File: src/rtl/map_fetch_arbiter_pkg.sv
// Shared constants, tile-type codes and arbiter FSM encodings for the
// tile-map fetch path.
package map_fetch_arbiter_pkg;

  localparam int TILE_BITS  = 5;
  localparam int MAP_ADDR_W = 8;
  localparam int TYPE_W     = 4;

  localparam logic [TYPE_W-1:0] GROUND = 4'h0;
  localparam logic [TYPE_W-1:0] FOOD   = 4'h1;
  localparam logic [TYPE_W-1:0] HEAD_L = 4'hC;
  localparam logic [TYPE_W-1:0] HEAD_U = 4'hD;
  localparam logic [TYPE_W-1:0] HEAD_R = 4'hE;
  localparam logic [TYPE_W-1:0] HEAD_D = 4'hF;

  typedef enum logic [1:0] {
    GM_IDLE  = 2'd0,
    GM_ISSUE = 2'd1,
    GM_ACK   = 2'd2
  } gm_state_t;

  // Map RAM address of a tile: row in the upper nibble, column in the lower.
  function automatic logic [MAP_ADDR_W-1:0] map_addr(input logic [3:0] row,
                                                     input logic [3:0] col);
    return {row, col};
  endfunction

endpackage

File: src/rtl/map_fetch_arbiter_render_prefetch.sv
// Render-side prefetch: works out which tile comes next, requests its type
// from the map RAM at a fixed pixel slot, and hands it to tile_type on
// entry to that tile.
module render_prefetch
  import map_fetch_arbiter_pkg::*;
#(
  parameter int H_ACTIVE   = 640,
  parameter int V_ACTIVE   = 480,
  parameter int MAP_COLS   = 16,
  parameter int MAP_ROWS   = 16,
  parameter int FETCH_SLOT = 16
) (
  input  logic                  clk,
  input  logic                  rst_n,
  input  logic [9:0]            pix_x,
  input  logic [9:0]            pix_y,
  input  logic [TYPE_W-1:0]     ram_rdata,
  output logic                  render_req,
  output logic [MAP_ADDR_W-1:0] render_addr,
  output logic [TYPE_W-1:0]     tile_type
);

  localparam logic [9:0]           H_LAST_TILE = 10'(H_ACTIVE - 32);
  localparam logic [9:0]           H_ACT       = 10'(H_ACTIVE);
  localparam logic [9:0]           V_ACT       = 10'(V_ACTIVE);
  localparam logic [9:0]           V_LAST      = 10'(V_ACTIVE - 1);
  localparam logic [5:0]           COLS_LIM    = 6'(MAP_COLS);
  localparam logic [5:0]           ROWS_LIM    = 6'(MAP_ROWS);
  localparam logic [TILE_BITS-1:0] SLOT        = TILE_BITS'(FETCH_SLOT);
  localparam logic [TILE_BITS-1:0] LAST_PIX    = 5'd31;

  logic              active_s;
  logic              slot_s;
  logic              in_map_s;
  logic [5:0]        ncol_s;
  logic [5:0]        nrow_s;
  logic [10:0]       py_inc_s;
  logic              fetch_d_r;
  logic              in_map_d_r;
  logic [TYPE_W-1:0] next_type_r;
  logic [TYPE_W-1:0] tile_type_r;

  // Next-tile coordinates, map bounds test and render slot decode.
  always_comb begin
    active_s = (pix_x < H_ACT) && (pix_y < V_ACT);
    py_inc_s = {1'b0, pix_y} + 11'd1;
    if (pix_x < H_LAST_TILE) begin
      ncol_s = {1'b0, pix_x[9:TILE_BITS]} + 6'd1;
      nrow_s = {1'b0, pix_y[9:TILE_BITS]};
    end else begin
      ncol_s = 6'd0;
      if (pix_y == V_LAST) begin
        nrow_s = 6'd0;
      end else begin
        nrow_s = py_inc_s[10:TILE_BITS];
      end
    end
    in_map_s    = (ncol_s < COLS_LIM) && (nrow_s < ROWS_LIM);
    slot_s      = active_s && (pix_x[TILE_BITS-1:0] == SLOT);
    render_req  = slot_s && in_map_s;
    render_addr = map_addr(nrow_s[3:0], ncol_s[3:0]);
  end

  // Remember the slot outcome so the following cycle knows what to capture.
  always_ff @(posedge clk or negedge rst_n) begin
    if (!rst_n) begin
      fetch_d_r  <= 1'b0;
      in_map_d_r <= 1'b0;
    end else begin
      fetch_d_r  <= slot_s;
      in_map_d_r <= in_map_s;
    end
  end

  // Capture the prefetched type one cycle after the slot; off-map tiles are ground.
  always_ff @(posedge clk or negedge rst_n) begin
    if (!rst_n) begin
      next_type_r <= GROUND;
    end else if (fetch_d_r) begin
      next_type_r <= in_map_d_r ? ram_rdata : GROUND;
    end else begin
      next_type_r <= next_type_r;
    end
  end

  // Promote the prefetched type on the last pixel so it is live at the next tile's pixel 0.
  always_ff @(posedge clk or negedge rst_n) begin
    if (!rst_n) begin
      tile_type_r <= GROUND;
    end else if (active_s && (pix_x[TILE_BITS-1:0] == LAST_PIX)) begin
      tile_type_r <= next_type_r;
    end else begin
      tile_type_r <= tile_type_r;
    end
  end

  assign tile_type = tile_type_r;

endmodule

File: src/rtl/map_fetch_arbiter.sv
// Single-port tile-map RAM arbiter: the render prefetch owns its slot each
// tile, game-logic reads/writes fill the remaining cycles via req/ack.
module map_fetch_arbiter
  import map_fetch_arbiter_pkg::*;
#(
  parameter int H_ACTIVE   = 640,
  parameter int V_ACTIVE   = 480,
  parameter int MAP_COLS   = 16,
  parameter int MAP_ROWS   = 16,
  parameter int FETCH_SLOT = 16
) (
  input  logic                  clk,
  input  logic                  rst_n,
  input  logic [9:0]            pix_x,
  input  logic [9:0]            pix_y,
  output logic [TYPE_W-1:0]     tile_type,
  input  logic                  gm_req,
  input  logic                  gm_we,
  input  logic [MAP_ADDR_W-1:0] gm_addr,
  input  logic [TYPE_W-1:0]     gm_wdata,
  output logic                  gm_ack,
  output logic [TYPE_W-1:0]     gm_rdata,
  output logic [MAP_ADDR_W-1:0] ram_addr,
  output logic                  ram_we,
  output logic [TYPE_W-1:0]     ram_wdata,
  input  logic [TYPE_W-1:0]     ram_rdata
);

  gm_state_t             state_r;
  gm_state_t             state_next_s;
  logic                  render_req_s;
  logic [MAP_ADDR_W-1:0] render_addr_s;
  logic                  gm_issue_s;
  logic                  op_we_r;
  logic                  gm_ack_r;
  logic [TYPE_W-1:0]     gm_rdata_r;

  render_prefetch #(
    .H_ACTIVE   (H_ACTIVE),
    .V_ACTIVE   (V_ACTIVE),
    .MAP_COLS   (MAP_COLS),
    .MAP_ROWS   (MAP_ROWS),
    .FETCH_SLOT (FETCH_SLOT)
  ) u_render_prefetch (
    .clk         (clk),
    .rst_n       (rst_n),
    .pix_x       (pix_x),
    .pix_y       (pix_y),
    .ram_rdata   (ram_rdata),
    .render_req  (render_req_s),
    .render_addr (render_addr_s),
    .tile_type   (tile_type)
  );

  // Game-logic FSM next state plus RAM port mux: render first, then a game issue from IDLE.
  always_comb begin
    state_next_s = state_r;
    gm_issue_s   = 1'b0;
    case (state_r)
      GM_IDLE: begin
        if (gm_req && !render_req_s) begin
          gm_issue_s   = 1'b1;
          state_next_s = GM_ISSUE;
        end else begin
          state_next_s = GM_IDLE;
        end
      end
      GM_ISSUE: state_next_s = GM_ACK;
      GM_ACK:   state_next_s = GM_IDLE;
      default:  state_next_s = GM_IDLE;
    endcase

    if (render_req_s) begin
      ram_addr  = render_addr_s;
      ram_we    = 1'b0;
      ram_wdata = 4'h0;
    end else if (gm_issue_s) begin
      ram_addr  = gm_addr;
      ram_we    = gm_we;
      ram_wdata = gm_wdata;
    end else begin
      ram_addr  = 8'h00;
      ram_we    = 1'b0;
      ram_wdata = 4'h0;
    end
  end

  // FSM state register; a reset mid-access simply drops the transaction.
  always_ff @(posedge clk or negedge rst_n) begin
    if (!rst_n) begin
      state_r <= GM_IDLE;
    end else begin
      state_r <= state_next_s;
    end
  end

  // Remember whether the access in flight is a write so ISSUE leaves gm_rdata alone.
  always_ff @(posedge clk or negedge rst_n) begin
    if (!rst_n) begin
      op_we_r <= 1'b0;
    end else if (gm_issue_s) begin
      op_we_r <= gm_we;
    end else begin
      op_we_r <= op_we_r;
    end
  end

  // Registered completion pulse (high for the ACK state) and read-data capture in ISSUE.
  always_ff @(posedge clk or negedge rst_n) begin
    if (!rst_n) begin
      gm_ack_r   <= 1'b0;
      gm_rdata_r <= 4'h0;
    end else begin
      gm_ack_r <= (state_next_s == GM_ACK);
      if ((state_r == GM_ISSUE) && !op_we_r) begin
        gm_rdata_r <= ram_rdata;
      end else begin
        gm_rdata_r <= gm_rdata_r;
      end
    end
  end

  assign gm_ack   = gm_ack_r;
  assign gm_rdata = gm_rdata_r;

endmodule

File: config.mk
export PLATFORM = sky130hd
export DESIGN_NAME = map_fetch_arbiter
export DESIGN_NICKNAME = d
export VERILOG_FILES = /design/src/rtl/map_fetch_arbiter_pkg.sv /design/src/rtl/map_fetch_arbiter_render_prefetch.sv /design/src/rtl/map_fetch_arbiter.sv
export SDC_FILE = /design/constraint.sdc
export NUM_CORES = 1
export LEC_CHECK = 0
export CORE_ASPECT_RATIO = 2
export CORE_MARGIN = 2
export CORE_UTILIZATION = 41
export DETAILED_ROUTE_END_ITERATION = 8
export GPL_ROUTABILITY_DRIVEN = 0
export PLACE_DENSITY = 0.88
export SLEW_MARGIN = 20
export SYNTH_ARGS = -nofsm -noshare
export SYNTH_HDL_FRONTEND = slang
export SYNTH_SLANG_ARGS = --single-unit
File: constraint.sdc
create_clock -name clk -period 2.67 [get_ports clk]
set_input_delay 0.267 -clock clk [delete_from_list [all_inputs] [get_ports clk]]
set_output_delay 0.267 -clock clk [all_outputs]
set_load 0.005 [all_outputs]
# --- Word level (Yosys, flattened, before mapping) ---
# Cells that the tools add are included.
totals:
  reg_bits: 18
  wordCells: 44
  input_bits: 40
  out_inout_bits: 22
classes:
  eq_ne: 5
  add_sub_neg: 2
  reduce_logical: 10
  n_lt_le_gt_ge: 5
  mux: 14
ops:
  columns: ["op", "n"]
  rows:
  - ["10-bit less-than comparator (second input constant)", 2]
  - ["6-bit two-way mux", 3]
  - ["8-bit two-way mux", 2]
  - ["6-bit by 5-bit less-than comparator with 1-bit output (second input constant)", 2]
  - ["4-bit two-way mux", 3]
  - ["10-bit by 1-bit adder with 11-bit output (second input constant)", 1]
  - ["10-bit by 9-bit equality test with 1-bit output (second input constant)", 1]
  - ["5-bit equality test (second input constant)", 2]
  - ["10-bit by 9-bit less-than comparator with 1-bit output (second input constant)", 1]
  - ["1-bit logical AND", 7]
  - ["5-bit by 1-bit adder with 6-bit output (second input constant)", 1]
  - ["1-bit two-way mux", 5]
  - ["2-bit one-hot mux with 2 select lines", 1]
  - ["2-bit by 1-bit equality test with 1-bit output (second input constant)", 1]
  - ["2-bit equality test (second input constant)", 1]
  - ["1-bit logical NOT", 2]
  - ["2-bit logical NOT", 1]

# --- Logic depth before layout (Yosys ltp) ---
# Gate-level depths: netlist (run 1).
logic_depth:
  word_depth: 12
  depth_mapped: 6
  mapped_depth_nobuf: 5

# --- Hierarchy ---
# From an unflattened synthesis (run 1), not the netlist that was laid out.
unflattened:
  cells_unflattened: 104
  area_unflattened_um2: 1071.0
by_module_without_submodules:
  columns: ["module", "instances", "cells_per_inst", "area_per_inst_um2"]
  rows:
  - ["render_prefetch", 1, 67, 630.6]
  - ["map_fetch_arbiter", 1, 37, 440.4]

# --- Worst setup path after synthesis (run 1) ---
# OpenSTA, ideal clock, no wires.
synth_path:
  path_type: "input port to output port"
  from: "in pix_x[9]"
  to: "out ram_addr[3]"
  path_buffers: 2
  arrival_time_ns: 1.309
  cell_stages: 6
  setup_slack_ns: 1.094
  required_ns: 2.403
  cell_sequence: "buf_4 > o21ai_1 > nand4_2 > or2_1 > buf_6 > a31o_1"
synth_via:
  elab_chain_len: 11
  word_cells_on_any_way: 17
  classes_between: "1 x add/sub; 4 x order compare; 6 x mux; 6 x reduce/logical"
synth_lines:
  columns: ["element", "line", "text"]
  rows:
  - ["start: declaration", "map_fetch_arbiter.sv:14", "input logic [9:0] pix_x,"]
  - ["10-bit less-than comparator / 5-bit by 1-bit adder with 6-bit output (equally long branches)", "map_fetch_arbiter_render_prefetch.sv:47, map_fetch_arbiter_render_prefetch.sv:48", null]
  - ["6-bit two-way mux", "map_fetch_arbiter_render_prefetch.sv:47", "if (pix_x < H_LAST_TILE) begin"]
  - ["6-bit by 5-bit less-than comparator with 1-bit output", "map_fetch_arbiter_render_prefetch.sv:58", "in_map_s = (ncol_s < COLS_LIM) && (nrow_s < ROWS_LIM);"]
  - ["1-bit logical AND", "map_fetch_arbiter_render_prefetch.sv:58", null]
  - ["1-bit logical AND", "map_fetch_arbiter_render_prefetch.sv:60", "render_req = slot_s && in_map_s;"]
  - ["1-bit logical NOT", "map_fetch_arbiter.sv:61", "if (gm_req && !render_req_s) begin"]
  - ["1-bit logical AND", "map_fetch_arbiter.sv:61", null]
  - ["1-bit two-way mux", "map_fetch_arbiter.sv:61", null]
  - ["1-bit two-way mux", "map_fetch_arbiter.sv:59", "case (state_r)"]
  - ["8-bit two-way mux", "map_fetch_arbiter.sv:77", "end else if (gm_issue_s) begin"]
  - ["8-bit two-way mux *", "map_fetch_arbiter.sv:73", "if (render_req_s) begin"]
  - ["end: declaration", "map_fetch_arbiter.sv:23", "output logic [MAP_ADDR_W-1:0] ram_addr,"]
# Mark *: on every way between the ends. The rest lies on a longest branch, timed or not.

# --- Final worst setup path (run 1) ---
layout_path:
  from: "in pix_x[5]"
  to: "out ram_addr[0]"
# The elaborated chain is that of the path after synthesis.

==> metrics.md, run 1 <==
| Metric | Value |
|---|---|
| Status | finished clean |
| Die X-Extent | ~40 microns |
| Remaining global-route overflow | 0 |
| Most frequent CP cell | clkdlybuf4s50_1 |
| CTS Buf Count | 3 |
| Max incr delay on CP | 530 ps |
| Clock sinks | 17 |
| Yosys cell types | 36 |
| 1st-iter DRT viols | 21 |
| Top-count cell post-synth | dfrtp_1 |
| Crit path capture type | output port |
| I/O Buffers | 61 |
| Final setup fails | 0 |
| Die H | around 77 microns |
| Fin. Hold Viols | 0 |
| Area grow syn2layout | 66.17% |
| Clock network fraction of design power | 0.212 |
| Total GRT Usage | 0.2298 |
| Synth area leader | dfrtp_1 |
| RSZ-0062 raised after global routing | yes |
| Largest net degree at the start of global routing | 18 |
| Sw Ratio | 0.2589 |
| Synth Cell Area | between 1000 and 1500 sq um |
| Worst path required time | approximately 2400 ps |
| Worst EP arrival | around 2300 ps |
| Top FF cell, synth | dfrtp_1 |
| DR pass1 iterations | 4 |
| Seq/Total Area, Yosys | 0.3886 |
| WS Path Type | in2out |
| Worst Max-Slew Pin Slew | 719.8 ps |
| Cells after Synth | between 100 and 150 |
| Yosys Warn Count | 0 |
| ANT cells | 0 |
| Setup WS post-layout | between 60 and 70 ps |
| Worst slack at placement | -36.55 ps |
| Drt wl/cell | approximately 15 microns |
| Relative slew margins | 0.5186 |
| Logic pwr share | 0.382 |
| Minimum clock period | ~2600 ps |
| Max clock buf depth | 2 |
| Post-DRT Antenna Nets | 0 |
| Power Internal | ~660 uW |
| Final Util | 0.7170 |
| Hpwl dp | around 2.7 mm |
| Number of global-route vias before repair | approximately 1200 |
| Hold_buf cts | 0 |
| Drc violations | 0 |
| Post-synth ARST share | 1.000 |
| Synth top area cells | dfrtp_1 (39%), mux2_2 (8.2%), mux2i_1 (7.3%), nand2_1 (4.1%), o21ai_0 (3.7%) |
| VDD IR max | about 350 uV |
| Rows | 26 |
| Yosys top cell area share | 0.3886 |
| Setup crit start kind | primary input |
| Clock transition at path regs | roughly 60 ps |
| Hold slack final | around 440 ps |
| Post-Route WL | between 3 and 4 mm |
| Max Cap Violations | 0 |
| Clock skew | between 5 and 6 ps |
| Syn_nets | between 150 and 200 |
| Syn avg cell area | around 9.7 sq um |
| Tcrit/Tclk final | 0.9752 |
| Boundary Pins | 62 |
| Htree depth | 1 |
| Nets | ~220 |
| Post-synth EDFFs | 0 |
| Slowest cell on crit path | clkdlybuf4s50_1 |
| Die area | approximately 3100 sq um |
| Initial Util | 0.4315 |
| TritonCTS clock tree | done |
| Biggest fanout along the worst timing path | 8 |
| Switch Pwr | 229.3 uW |
| Routed vias | 1177 |
| Commonest cells in the netlist | dfrtp_1 (17), nand2_1 (12), mux2_2 (8), mux2i_1 (8), o21ai_0 (8) |
| Register bit total from synthesis | 17 |
| Pwr Density | between 400 and 500 nW/um^2 |
| Clock latency on the worst-skew pair | approximately 250 ps |
| Global-route wire length before repair | between 5 and 6 mm |
| Seq pwr share | 0.406 |
| CP Cell Sequence | clkdlybuf4s50_1 > ha_2 > nand3_1 > mux2i_4 > or2_4 > mux2i_1 > clkdlybuf4s50_1 |
| Hold Crit Class | in2async |
| Leakage | 0.0008166 uW |
| CTS Root Cell | clkbuf_8 |
| Initial antenna violation count | 0 |
| Max Fclk | between 0.3 and 0.4 GHz |
| Core ar. | 2537 sq um |
| Via-to-Cell Ratio | between 5 and 6 |
| Fraction of layout cells with a size suffix above 1 | 0.1333 |
| Final Slew Violations | 0 |
[repair_timing]
item | 4_1_cts | 5_1_grt
setup buffers | 0 | 0
endpoints found under the setup margin | 3 | 4
resized for setup | 1 | 4
[per-layer routing]
metal  up-vias  global-route usage  part of all wire
met3        11             0.04046             0.076
met1       543              0.2193              0.33
met5         -                   0                 0
li1        553                   -                 -
met2        70              0.4254              0.56
met4         0             0.09000             0.036
[power by group through the flow]
stage / logic (uW) / clock network [uW] / registers, uW
floorplan: 112 / 0 / 364
global placement: 332 / 0 / 360
detailed placement: 341 / 0 / 365
CTS: 343 / 193 / 361
global route: 373 / 207 / 372
finish: 338 / 187 / 360
[final timing paths]
kind,start,end,slack (ps),cells past startpoint
setup / recovery,pix_x[5],ram_addr[0],70,7
hold / removal,rst_n,gm_rdata[1],440,1
min in group clk,gm_ack,gm_ack,480,1
hold reg to reg,gm_ack,gm_ack,480,1
max in group asynchronous,rst_n,gm_rdata[0],1770,1
setup reg to reg,gm_ack,gm_rdata[0],1240,3
[worst max-delay path: cells and delay by family]
kind / cells / cell delay [ps]
buffers and inverters: 2 / 1060
AND/OR/NAND/NOR: 2 / 340
adder cells (fa/ha/maj): 1 / 210
multiplexers: 2 / 450
[final cells by class]
cell class | instances | area, sq um
clock buffers | 3 | 41.29
flip-flops and latches | 17 | 425.4
inverters | 7 | 26.28
multi-input cells | 85 | 625.6
well taps | 28 | 35.03
repair buffers | 67 | 660.6
clock inverters | 1 | 5.005
fillers | 194 | 718.2
[cells by family after synthesis]
| family | Yosys count | synth area share |
|---|---|---|
| buffers and inverters | 11 | 0.04914 |
| multiplexers | 17 | 0.1760 |
| adder cells (fa/ha/maj) | 1 | 0.01143 |
| AND/OR/NAND/NOR | 47 | 0.2469 |
| XOR/XNOR | 2 | 0.01600 |
| flip-flops | 17 | 0.3886 |
| AO/OA/AOI/OAI | 18 | 0.1120 |
[through the flow]
step                instances  instance area (sq um)  setup TNS [ps]  total power, uW
floorplan                 113                   1095               0            476.5
global placement          204                   1758          -9.070            691.7
detailed placement        204                   1758          -62.71            706.5
CTS                       208                   1807               0            896.2
global route              208                   1819          -21.99            951.4
finish                    208                   1819               0            885.7
[layout by cell type, fill, tap and decap left out]
master / n
mux2i_4: 1
a211o_1: 1
clkinv_2: 1
or2b_1: 1
ha_2: 1
nor2_4: 1
dfrtp_1: 17
o2bb2ai_1: 1
a41o_1: 3
mux2i_1: 8
and3_1: 6
xor2_1: 2
or2_4: 1
a31o_1: 1
o2111ai_1: 1
o21ai_0: 8
buf_4: 6
clkdlybuf4s50_1: 59
nand4_2: 1
mux2_2: 8
and4_1: 3
dlymetal6s2s_1: 2
nand2_1: 12
nor4_2: 1
nand4_1: 3
nor4_1: 1
nor2b_1: 3
o21ai_1: 1
o31ai_1: 1
nor3b_1: 1
nand3_1: 7
and4b_1: 1
nor2_1: 4
a21oi_1: 1
clkbuf_8: 3
nor3_1: 1
inv_1: 7
[sequential cells by signal, summed over array words and instances (netlist names)]
| signal | count |
|---|---|
| gm_ack | 1 |
| state_r | 1 |
| op_we_r | 1 |
| u_render_prefetch.next_type_r | 4 |
| u_render_prefetch.in_map_d_r | 1 |
| gm_rdata | 4 |
| u_render_prefetch.fetch_d_r | 1 |
| u_render_prefetch.tile_type | 4 |
No activity file was read; power rests on OpenSTA's default activity.
==> run 2: changes to the inputs <==
--- a/config.mk
+++ b/config.mk
@@ -8,6 +8,7 @@
 export CORE_ASPECT_RATIO = 2
 export CORE_MARGIN = 2
 export CORE_UTILIZATION = 41
+export CTS_CLUSTER_SIZE = 14
 export DETAILED_ROUTE_END_ITERATION = 8
 export GPL_ROUTABILITY_DRIVEN = 0
 export PLACE_DENSITY = 0.88
==> results of run 2 <==
Final layout, timing and power as in run 1 (identical DEF).
